$ cat src/rtl/fpu_share_arbiter_pkg.sv
// Shared floating-point types and constants for the sensor-math FPU sharing logic.
package fpu_pkg;

  localparam int FP_W = 32;

  typedef enum logic {
    OP_MUL = 1'b0,
    OP_ADD = 1'b1
  } fpOp_e;

  // Single-precision filter coefficients used by the complementary filter and gyro integration.
  localparam logic [FP_W-1:0] K_0P1  = 32'h3DCCC800;
  localparam logic [FP_W-1:0] K_GYDT = 32'h3D385000;
  localparam logic [FP_W-1:0] K_0P9  = 32'h3F666600;

endpackage

$ cat src/rtl/fpu_share_arbiter_if.sv
// Requester and core-side signals of the FPU share arbiter; the arbiter uses the
// slave modport, the requesters plus the MULT/ADD cores sit on the master side.
interface fpu_share_arbiter_if
  import fpu_pkg::*;
#(
  parameter int NREQ = 3
) ();

  logic [NREQ-1:0]      req;
  logic [NREQ-1:0]      op;
  logic [FP_W*NREQ-1:0] a_flat;
  logic [FP_W*NREQ-1:0] b_flat;
  logic [NREQ-1:0]      ack;
  logic [NREQ-1:0]      done;
  logic [FP_W*NREQ-1:0] result_flat;
  logic [NREQ-1:0]      pending;
  logic [FP_W-1:0]      mul_a;
  logic [FP_W-1:0]      mul_b;
  logic [FP_W-1:0]      mul_res;
  logic [FP_W-1:0]      add_a;
  logic [FP_W-1:0]      add_b;
  logic [FP_W-1:0]      add_res;
  logic                 busy;

  modport slave (
    input  req, op, a_flat, b_flat, mul_res, add_res,
    output ack, done, result_flat, pending, mul_a, mul_b, add_a, add_b, busy
  );

  modport master (
    output req, op, a_flat, b_flat, mul_res, add_res,
    input  ack, done, result_flat, pending, mul_a, mul_b, add_a, add_b, busy
  );

endinterface

$ cat src/rtl/fpu_share_arbiter_tag_pipe.sv
// Fixed-depth shift register that carries a {valid, id} tag alongside an FP core,
// so the tag emerges exactly when the core result for that operation is valid.
module fpu_tag_pipe #(
  parameter int LAT = 5,
  parameter int W   = 3
) (
  input  logic         clk,
  input  logic         rst,
  input  logic [W-1:0] tag_i,
  output logic [W-1:0] tag_o
);

  logic [W-1:0] stage_q [LAT];

  always_ff @(posedge clk or negedge rst) begin
    if (!rst) begin
      for (int k = 0; k < LAT; k++) begin
        stage_q[k] <= '0;
      end
    end else begin
      stage_q[0] <= tag_i;
      for (int k = 1; k < LAT; k++) begin
        stage_q[k] <= stage_q[k-1];
      end
    end
  end

  assign tag_o = stage_q[LAT-1];

endmodule

$ cat src/rtl/fpu_share_arbiter.sv
// Round-robin sharing of one MULT and one ADD core among NREQ requesters; each
// requester gets an ack on issue and a done pulse with a registered result.
module fpu_share_arbiter
  import fpu_pkg::*;
#(
  parameter int NREQ    = 3,
  parameter int MUL_LAT = 5,
  parameter int ADD_LAT = 7
) (
  input  logic               clk,
  input  logic               rst,
  fpu_share_arbiter_if.slave fpuBus
);

  localparam int IDW = (NREQ > 1) ? $clog2(NREQ) : 1;

  typedef struct packed {
    logic           valid;
    logic [IDW-1:0] id;
  } tag_t;

  logic [IDW-1:0]       rrPtr_q,   rrPtr_d;
  logic [NREQ-1:0]      pending_q, pending_d;
  logic [NREQ-1:0]      ack_q,     ack_d;
  logic [NREQ-1:0]      done_q,    done_d;
  logic [FP_W*NREQ-1:0] result_q,  result_d;
  logic [FP_W-1:0]      mulA_q,    mulA_d;
  logic [FP_W-1:0]      mulB_q,    mulB_d;
  logic [FP_W-1:0]      addA_q,    addA_d;
  logic [FP_W-1:0]      addB_q,    addB_d;

  logic [NREQ-1:0] eligible;
  logic [IDW:0]    scanIdx;
  logic            grantValid;
  logic [IDW-1:0]  grantId;
  logic            grantOp;
  tag_t            mulTagIn, mulTagOut;
  tag_t            addTagIn, addTagOut;

  // A requester with an op in flight is skipped until its completion edge has passed.
  always_comb begin
    eligible   = fpuBus.req & ~pending_q;
    grantValid = 1'b0;
    grantId    = '0;
    scanIdx    = '0;
    for (int k = 0; k < NREQ; k++) begin
      scanIdx = {1'b0, rrPtr_q} + (IDW+1)'(k);
      if (scanIdx >= (IDW+1)'(NREQ)) begin
        scanIdx = scanIdx - (IDW+1)'(NREQ);
      end
      if (!grantValid && eligible[scanIdx[IDW-1:0]]) begin
        grantValid = 1'b1;
        grantId    = scanIdx[IDW-1:0];
      end
    end
    grantOp = fpuBus.op[grantId];
  end

  always_comb begin
    mulTagIn.valid = grantValid && (grantOp == OP_MUL);
    mulTagIn.id    = grantId;
    addTagIn.valid = grantValid && (grantOp == OP_ADD);
    addTagIn.id    = grantId;
  end

  fpu_tag_pipe #(
    .LAT (MUL_LAT),
    .W   (IDW + 1)
  ) mulTagPipe (
    .clk   (clk),
    .rst   (rst),
    .tag_i (mulTagIn),
    .tag_o (mulTagOut)
  );

  fpu_tag_pipe #(
    .LAT (ADD_LAT),
    .W   (IDW + 1)
  ) addTagPipe (
    .clk   (clk),
    .rst   (rst),
    .tag_i (addTagIn),
    .tag_o (addTagOut)
  );

  // Completions and the new grant never share an id, so their updates cannot collide.
  always_comb begin
    pending_d = pending_q;
    ack_d     = '0;
    done_d    = '0;
    result_d  = result_q;
    rrPtr_d   = rrPtr_q;
    mulA_d    = mulA_q;
    mulB_d    = mulB_q;
    addA_d    = addA_q;
    addB_d    = addB_q;

    if (mulTagOut.valid) begin
      result_d[int'(mulTagOut.id)*FP_W +: FP_W] = fpuBus.mul_res;
      pending_d[mulTagOut.id] = 1'b0;
      done_d[mulTagOut.id]    = 1'b1;
    end

    if (addTagOut.valid) begin
      result_d[int'(addTagOut.id)*FP_W +: FP_W] = fpuBus.add_res;
      pending_d[addTagOut.id] = 1'b0;
      done_d[addTagOut.id]    = 1'b1;
    end

    if (grantValid) begin
      pending_d[grantId] = 1'b1;
      ack_d[grantId]     = 1'b1;
      rrPtr_d = (int'(grantId) == NREQ - 1) ? '0 : grantId + 1'b1;
      if (grantOp == OP_MUL) begin
        mulA_d = fpuBus.a_flat[int'(grantId)*FP_W +: FP_W];
        mulB_d = fpuBus.b_flat[int'(grantId)*FP_W +: FP_W];
      end else begin
        addA_d = fpuBus.a_flat[int'(grantId)*FP_W +: FP_W];
        addB_d = fpuBus.b_flat[int'(grantId)*FP_W +: FP_W];
      end
    end
  end

  always_ff @(posedge clk or negedge rst) begin
    if (!rst) begin
      rrPtr_q   <= '0;
      pending_q <= '0;
      ack_q     <= '0;
      done_q    <= '0;
      result_q  <= '0;
      mulA_q    <= '0;
      mulB_q    <= '0;
      addA_q    <= '0;
      addB_q    <= '0;
    end else begin
      rrPtr_q   <= rrPtr_d;
      pending_q <= pending_d;
      ack_q     <= ack_d;
      done_q    <= done_d;
      result_q  <= result_d;
      mulA_q    <= mulA_d;
      mulB_q    <= mulB_d;
      addA_q    <= addA_d;
      addB_q    <= addB_d;
    end
  end

  assign fpuBus.ack         = ack_q;
  assign fpuBus.done        = done_q;
  assign fpuBus.result_flat = result_q;
  assign fpuBus.pending     = pending_q;
  assign fpuBus.mul_a       = mulA_q;
  assign fpuBus.mul_b       = mulB_q;
  assign fpuBus.add_a       = addA_q;
  assign fpuBus.add_b       = addB_q;
  assign fpuBus.busy        = |pending_q;

endmodule

$ cat src/flat_wrapper.sv
// flat-port wrapper written by rule: the top's interface ports become plain ports
module fpu_share_arbiter_flat import fpu_pkg::*;
#(
  parameter int NREQ    = 3,
  parameter int MUL_LAT = 5,
  parameter int ADD_LAT = 7
)
  (clk, rst, fpuBus_req, fpuBus_op, fpuBus_a_flat, fpuBus_b_flat, fpuBus_mul_res, fpuBus_add_res, fpuBus_ack, fpuBus_done, fpuBus_result_flat, fpuBus_pending, fpuBus_mul_a, fpuBus_mul_b, fpuBus_add_a, fpuBus_add_b, fpuBus_busy);
  fpu_share_arbiter_if #(.NREQ(NREQ)) fpuBus_i ();
  input  logic clk;
  input  logic rst;
  input wire logic [$bits(fpuBus_i.req)-1:0] fpuBus_req;
  input wire logic [$bits(fpuBus_i.op)-1:0] fpuBus_op;
  input wire logic [$bits(fpuBus_i.a_flat)-1:0] fpuBus_a_flat;
  input wire logic [$bits(fpuBus_i.b_flat)-1:0] fpuBus_b_flat;
  input wire logic [$bits(fpuBus_i.mul_res)-1:0] fpuBus_mul_res;
  input wire logic [$bits(fpuBus_i.add_res)-1:0] fpuBus_add_res;
  output wire logic [$bits(fpuBus_i.ack)-1:0] fpuBus_ack;
  output wire logic [$bits(fpuBus_i.done)-1:0] fpuBus_done;
  output wire logic [$bits(fpuBus_i.result_flat)-1:0] fpuBus_result_flat;
  output wire logic [$bits(fpuBus_i.pending)-1:0] fpuBus_pending;
  output wire logic [$bits(fpuBus_i.mul_a)-1:0] fpuBus_mul_a;
  output wire logic [$bits(fpuBus_i.mul_b)-1:0] fpuBus_mul_b;
  output wire logic [$bits(fpuBus_i.add_a)-1:0] fpuBus_add_a;
  output wire logic [$bits(fpuBus_i.add_b)-1:0] fpuBus_add_b;
  output wire logic [$bits(fpuBus_i.busy)-1:0] fpuBus_busy;
  assign fpuBus_i.req = fpuBus_req;
  assign fpuBus_i.op = fpuBus_op;
  assign fpuBus_i.a_flat = fpuBus_a_flat;
  assign fpuBus_i.b_flat = fpuBus_b_flat;
  assign fpuBus_i.mul_res = fpuBus_mul_res;
  assign fpuBus_i.add_res = fpuBus_add_res;
  assign fpuBus_ack = fpuBus_i.ack;
  assign fpuBus_done = fpuBus_i.done;
  assign fpuBus_result_flat = fpuBus_i.result_flat;
  assign fpuBus_pending = fpuBus_i.pending;
  assign fpuBus_mul_a = fpuBus_i.mul_a;
  assign fpuBus_mul_b = fpuBus_i.mul_b;
  assign fpuBus_add_a = fpuBus_i.add_a;
  assign fpuBus_add_b = fpuBus_i.add_b;
  assign fpuBus_busy = fpuBus_i.busy;
  fpu_share_arbiter #(.NREQ(NREQ), .MUL_LAT(MUL_LAT), .ADD_LAT(ADD_LAT)) u_core (.clk(clk), .rst(rst), .fpuBus(fpuBus_i));
endmodule
$ cat config.mk
export PLATFORM = sky130hd
export DESIGN_NAME = fpu_share_arbiter_flat
export DESIGN_NICKNAME = d
export VERILOG_FILES = /design/src/rtl/fpu_share_arbiter_pkg.sv /design/src/rtl/fpu_share_arbiter_if.sv /design/src/rtl/fpu_share_arbiter_tag_pipe.sv /design/src/rtl/fpu_share_arbiter.sv /design/src/flat_wrapper.sv
export SDC_FILE = /design/constraint.sdc
export NUM_CORES = 1
export LEC_CHECK = 0
export CAP_MARGIN = 40
export CORE_AREA = 2 2 196 198
export CTS_BUF_LIST = sky130_fd_sc_hd__clkbuf_4 sky130_fd_sc_hd__clkbuf_8 sky130_fd_sc_hd__clkbuf_16
export DETAILED_ROUTE_END_ITERATION = 12
export DIE_AREA = 0 0 198 200
export GPL_TIMING_DRIVEN = 0
export SLEW_MARGIN = 20
export SYNTH_ARGS = -nofsm -noshare
export SYNTH_HDL_FRONTEND = slang
export SYNTH_HIERARCHICAL = 1
export SYNTH_SLANG_ARGS = --single-unit
$ cat constraint.sdc
create_clock -name clk -period 3.7 [get_ports clk]
set_clock_uncertainty 0.05 [all_clocks]
set_input_delay 1.11 -clock clk [delete_from_list [all_inputs] [get_ports clk]]
set_output_delay 1.11 -clock clk [all_outputs]
set_load 0.05 [all_outputs]
==> results.sh <==
export IMPL_cts_tree="yes"
export IMPL_hold_viol=0
export IMPL_synth_top_family_by_area="compound AO/OA/AOI/OAI gates"
export IMPL_synth_edf_count=0
export IMPL_seq_area_frac_synth_pct=55.3
export IMPL_crit_required_ns=4.07
export IMPL_finalCritPeriodShare_pct=97.1
export IMPL_wl_per_cell_um=21.5
export IMPL_rsz0062_at_grt="no"
export IMPL_maxCapViolCount=0
export IMPL_clkTransAtPathRegs_ns=0.06
export IMPL_grt_pass1_wl_um=69700
export IMPL_reg2regPathDepth=12
export IMPL_antenna_found_initial=2
export IMPL_arrival_ns=3.96
export IMPL_max_freq_mhz=278
export IMPL_ios=498
export IMPL_synth_compound_area_share_pct=14.6
export IMPL_vias=11000
export IMPL_hold_buffers=0
export IMPL_synth_ff_type="dfrtp_1"
export IMPL_area_growth_pct=55.6
export IMPL_die_h_um=200
export IMPL_place_inst=2143
export IMPL_grt_pass1_vias=11400
export IMPL_reg2reg_slack_ns=0.24
export IMPL_drcViolationCount=0
export IMPL_synthMuxAreaShare_pct=13.4
export IMPL_ant_nets=0
export IMPL_clk_path_buf_depth=3
export IMPL_cp_max_fo=10
export IMPL_num_rows=71
export IMPL_max_vdd_ir_drop_mv=0.494
export IMPL_numPortBuffers=497
export IMPL_die_w_um=198
export IMPL_hpwlAfterDp_um=36200
export IMPL_clockRootBuffer="clkbuf_16"
export IMPL_initial_core_util_pct=32.8
export IMPL_utilization_pct=51.0
export IMPL_synth_nets=1406
export IMPL_synth_xor_area_share_pct=0
export IMPL_setup_worst_path_start="fpuBus_req[2]"
export IMPL_p_leak_nw=8.06
export IMPL_relSlewSlack_pct=52.5
export IMPL_fin_cells=2202
export IMPL_worst_slew_pin_slew_ns=0.712
export IMPL_die_area_sq_um=39600
export IMPL_htree_levels=1
export IMPL_path_class="in2reg"
export IMPL_ys_types=46
export IMPL_place_gp_congestion=0.900
export IMPL_drt_iter0_drc=522
export IMPL_start_kind="primary input"
export IMPL_grtUsageTotal_pct=23.2
export IMPL_clk_latency_ns=0.54
export IMPL_via_per_inst=5.00
export IMPL_synthCells=1129
export IMPL_syn_area_sq_um=12300
export IMPL_core_area_sq_um=37400
export IMPL_cts_buffers=30
export IMPL_cts_num_sinks=271
export IMPL_drv_slew=0
export IMPL_grt_start_max_net_pins=95
export IMPL_finalCriticalPeriod_ns=3.59
export IMPL_setup_viol=0
export IMPL_drive_above_1_share_pct=10.8
export IMPL_synth_seq_cells=271
export IMPL_power_density_nw_per_um2=875
export IMPL_detail_route_wirelength_um=47300
export IMPL_fin_setup_tns_ns=0
export IMPL_synth_simple_area_share_pct=11.0
export IMPL_status="finished, final reports clean"
export IMPL_hp_class="reg2reg"
export IMPL_overflow=0
export IMPL_crit_end="u_core/fpuBus.mul_b[15]$_DFFE_PN0P_"
export IMPL_syn_area_per_cell_sq_um=10.9
export IMPL_end_kind="flop"
export IMPL_reg2reg_from="u_core/rrPtr_q[0]$_DFFE_PN0P_"
export IMPL_yosysWarningCount=6
export IMPL_r2r_end="u_core/fpuBus.mul_b[15]$_DFFE_PN0P_"
export IMPL_drt_pass1_iter_count=5
export IMPL_synthAdderAreaFrac_pct=1.33
export IMPL_final_nets=1944
export IMPL_async_reset_ff_share_pct=100
[report_power, final]
part           total, mW  internal [mW]  leakage (nW)  switching (mW)
clock network       3.15           1.94         0.531            1.21
logic               9.08           3.36          4.03            5.72
registers           4.46           3.94          3.50           0.523
[worst min path at each step]
| stage | start | end | slack [ns] | depth (start not counted) |
|---|---|---|---|---|
| final | u_core/mulTagPipe/stage_q[13]$_DFF_PN0_ | u_core/mulTagPipe/stage_q[10]$_DFF_PN0_ | 0.29 | 0 |
| after floorplan | u_core/addTagPipe/stage_q[13]$_DFF_PN0_ | u_core/addTagPipe/stage_q[10]$_DFF_PN0_ | 0.28 | 0 |
| after global routing | u_core/addTagPipe/stage_q[17]$_DFF_PN0_ | u_core/addTagPipe/stage_q[14]$_DFF_PN0_ | 0.30 | 0 |
| after global placement | u_core/mulTagPipe/stage_q[7]$_DFF_PN0_ | u_core/mulTagPipe/stage_q[4]$_DFF_PN0_ | 0.28 | 0 |
| after CTS | u_core/mulTagPipe/stage_q[13]$_DFF_PN0_ | u_core/mulTagPipe/stage_q[10]$_DFF_PN0_ | 0.30 | 0 |
| after detailed placement | u_core/mulTagPipe/stage_q[13]$_DFF_PN0_ | u_core/mulTagPipe/stage_q[10]$_DFF_PN0_ | 0.28 | 0 |
[cells in the mapped netlist (all sizes together), types with 3 or more instances]
library cell    n  area, sq um
inv            11         41.3
nand2         236          886
mux2          130         1650
o21ai          98          490
ha             13          163
nor2           72          270
nand2b          4         25.0
a21oi           3         15.0
a31oi          65          422
a22oi          96          721
and2            4         25.0
a21o            4         30.0
dfrtp         271         6780
buf            26          238
clkbuf         65          244
[placed cells by master (no fill, tap or decap), types with 3 or more instances in the layout]
master,instances
a21o_1,4
a21oi_1,3
a22oi_1,96
a31oi_1,63
and2_1,4
buf_2,8
buf_4,10
buf_6,7
buf_8,6
bufinv_16,4
clkbuf_1,59
clkbuf_16,31
clkbuf_2,6
clkbuf_4,8
clkbuf_8,4
clkdlybuf4s50_1,496
clkinv_2,7
dfrtp_1,271
ha_1,13
inv_1,11
mux2_1,49
mux2_2,32
mux2_4,49
nand2_1,236
nand2b_1,4
nor2_1,71
o21ai_0,98
[kinds of logic after synthesis]
| logic type | after synthesis |
|---|---|
| simple gates | 336 |
| compound gates | 277 |
| flops | 271 |
| mux | 130 |
| buf+inv | 102 |
| fa+ha+maj | 13 |
[critical path, cell delays in order]
cell and delay (ns):
clkdlybuf4s50_1 0.47, and2b_1 0.23, nor3_1 0.10, o311ai_4 0.35, o311ai_2 0.21, mux2_2 0.35, a221oi_4 0.35, buf_6 0.24
buf_8 0.18, mux2_1 0.34
[stage by stage]
stage          hold slack [ns]  setup slack [ns]  instance area, sq um  power, mW
2_1_floorplan            0.281             0.339                 12300       10.2
3_3_place_gp             0.282            -10.51                 17900       13.5
6_report                 0.294             0.107                 19100       16.7
5_1_grt                  0.303           0.00999                 19100       17.5
3_5_place_dp             0.285            -0.901                 18000       13.6
4_1_cts                  0.296           0.00386                 19100       16.8
[metal layers]
layer  global-route usage [%]  up-vias  part of all wire (%)
li1                         -     5039                     -
met1                     28.0     5438                    39
met2                     41.4      474                    50
met3                     5.41       66                   8.4
met4                     6.85        0                   2.5
met5                        0        -                     0
[flip-flops by register name (all words and copies together) (netlist names), 3 cells and up]
signal / flops
u_core/addTagPipe/stage_q: 18
u_core/fpuBus.mul_a: 32
u_core/mulTagPipe/stage_q: 12
u_core/fpuBus.mul_b: 32
u_core/fpuBus.ack: 3
u_core/fpuBus.result_flat: 96
u_core/fpuBus.done: 3
u_core/mulTagPipe/tag_o: 3
u_core/fpuBus.add_a: 32
u_core/fpuBus.pending: 3
u_core/addTagPipe/tag_o: 3
u_core/fpuBus.add_b: 32
[final cells by class]
type | instances | area [sq um]
Fill cell | 3455 | 18300
Tap cell | 511 | 639
Buffer | 91 | 489
Inverter | 11 | 41.3
Timing Repair Buffer | 506 | 5090
Antenna cell | 2 | 5.00
Clock buffer | 43 | 891
Multi-Input combinational cell | 756 | 4980
Sequential cell | 271 | 6780
Clock inverter | 11 | 155
[what timing repair did]
item	in CTS	in global routing
setup buffers	3	0
gates resized for setup	5	8
pin swaps	1	0
endpoints found under the setup margin	67	66
Power figures use the tool's default switching activity.
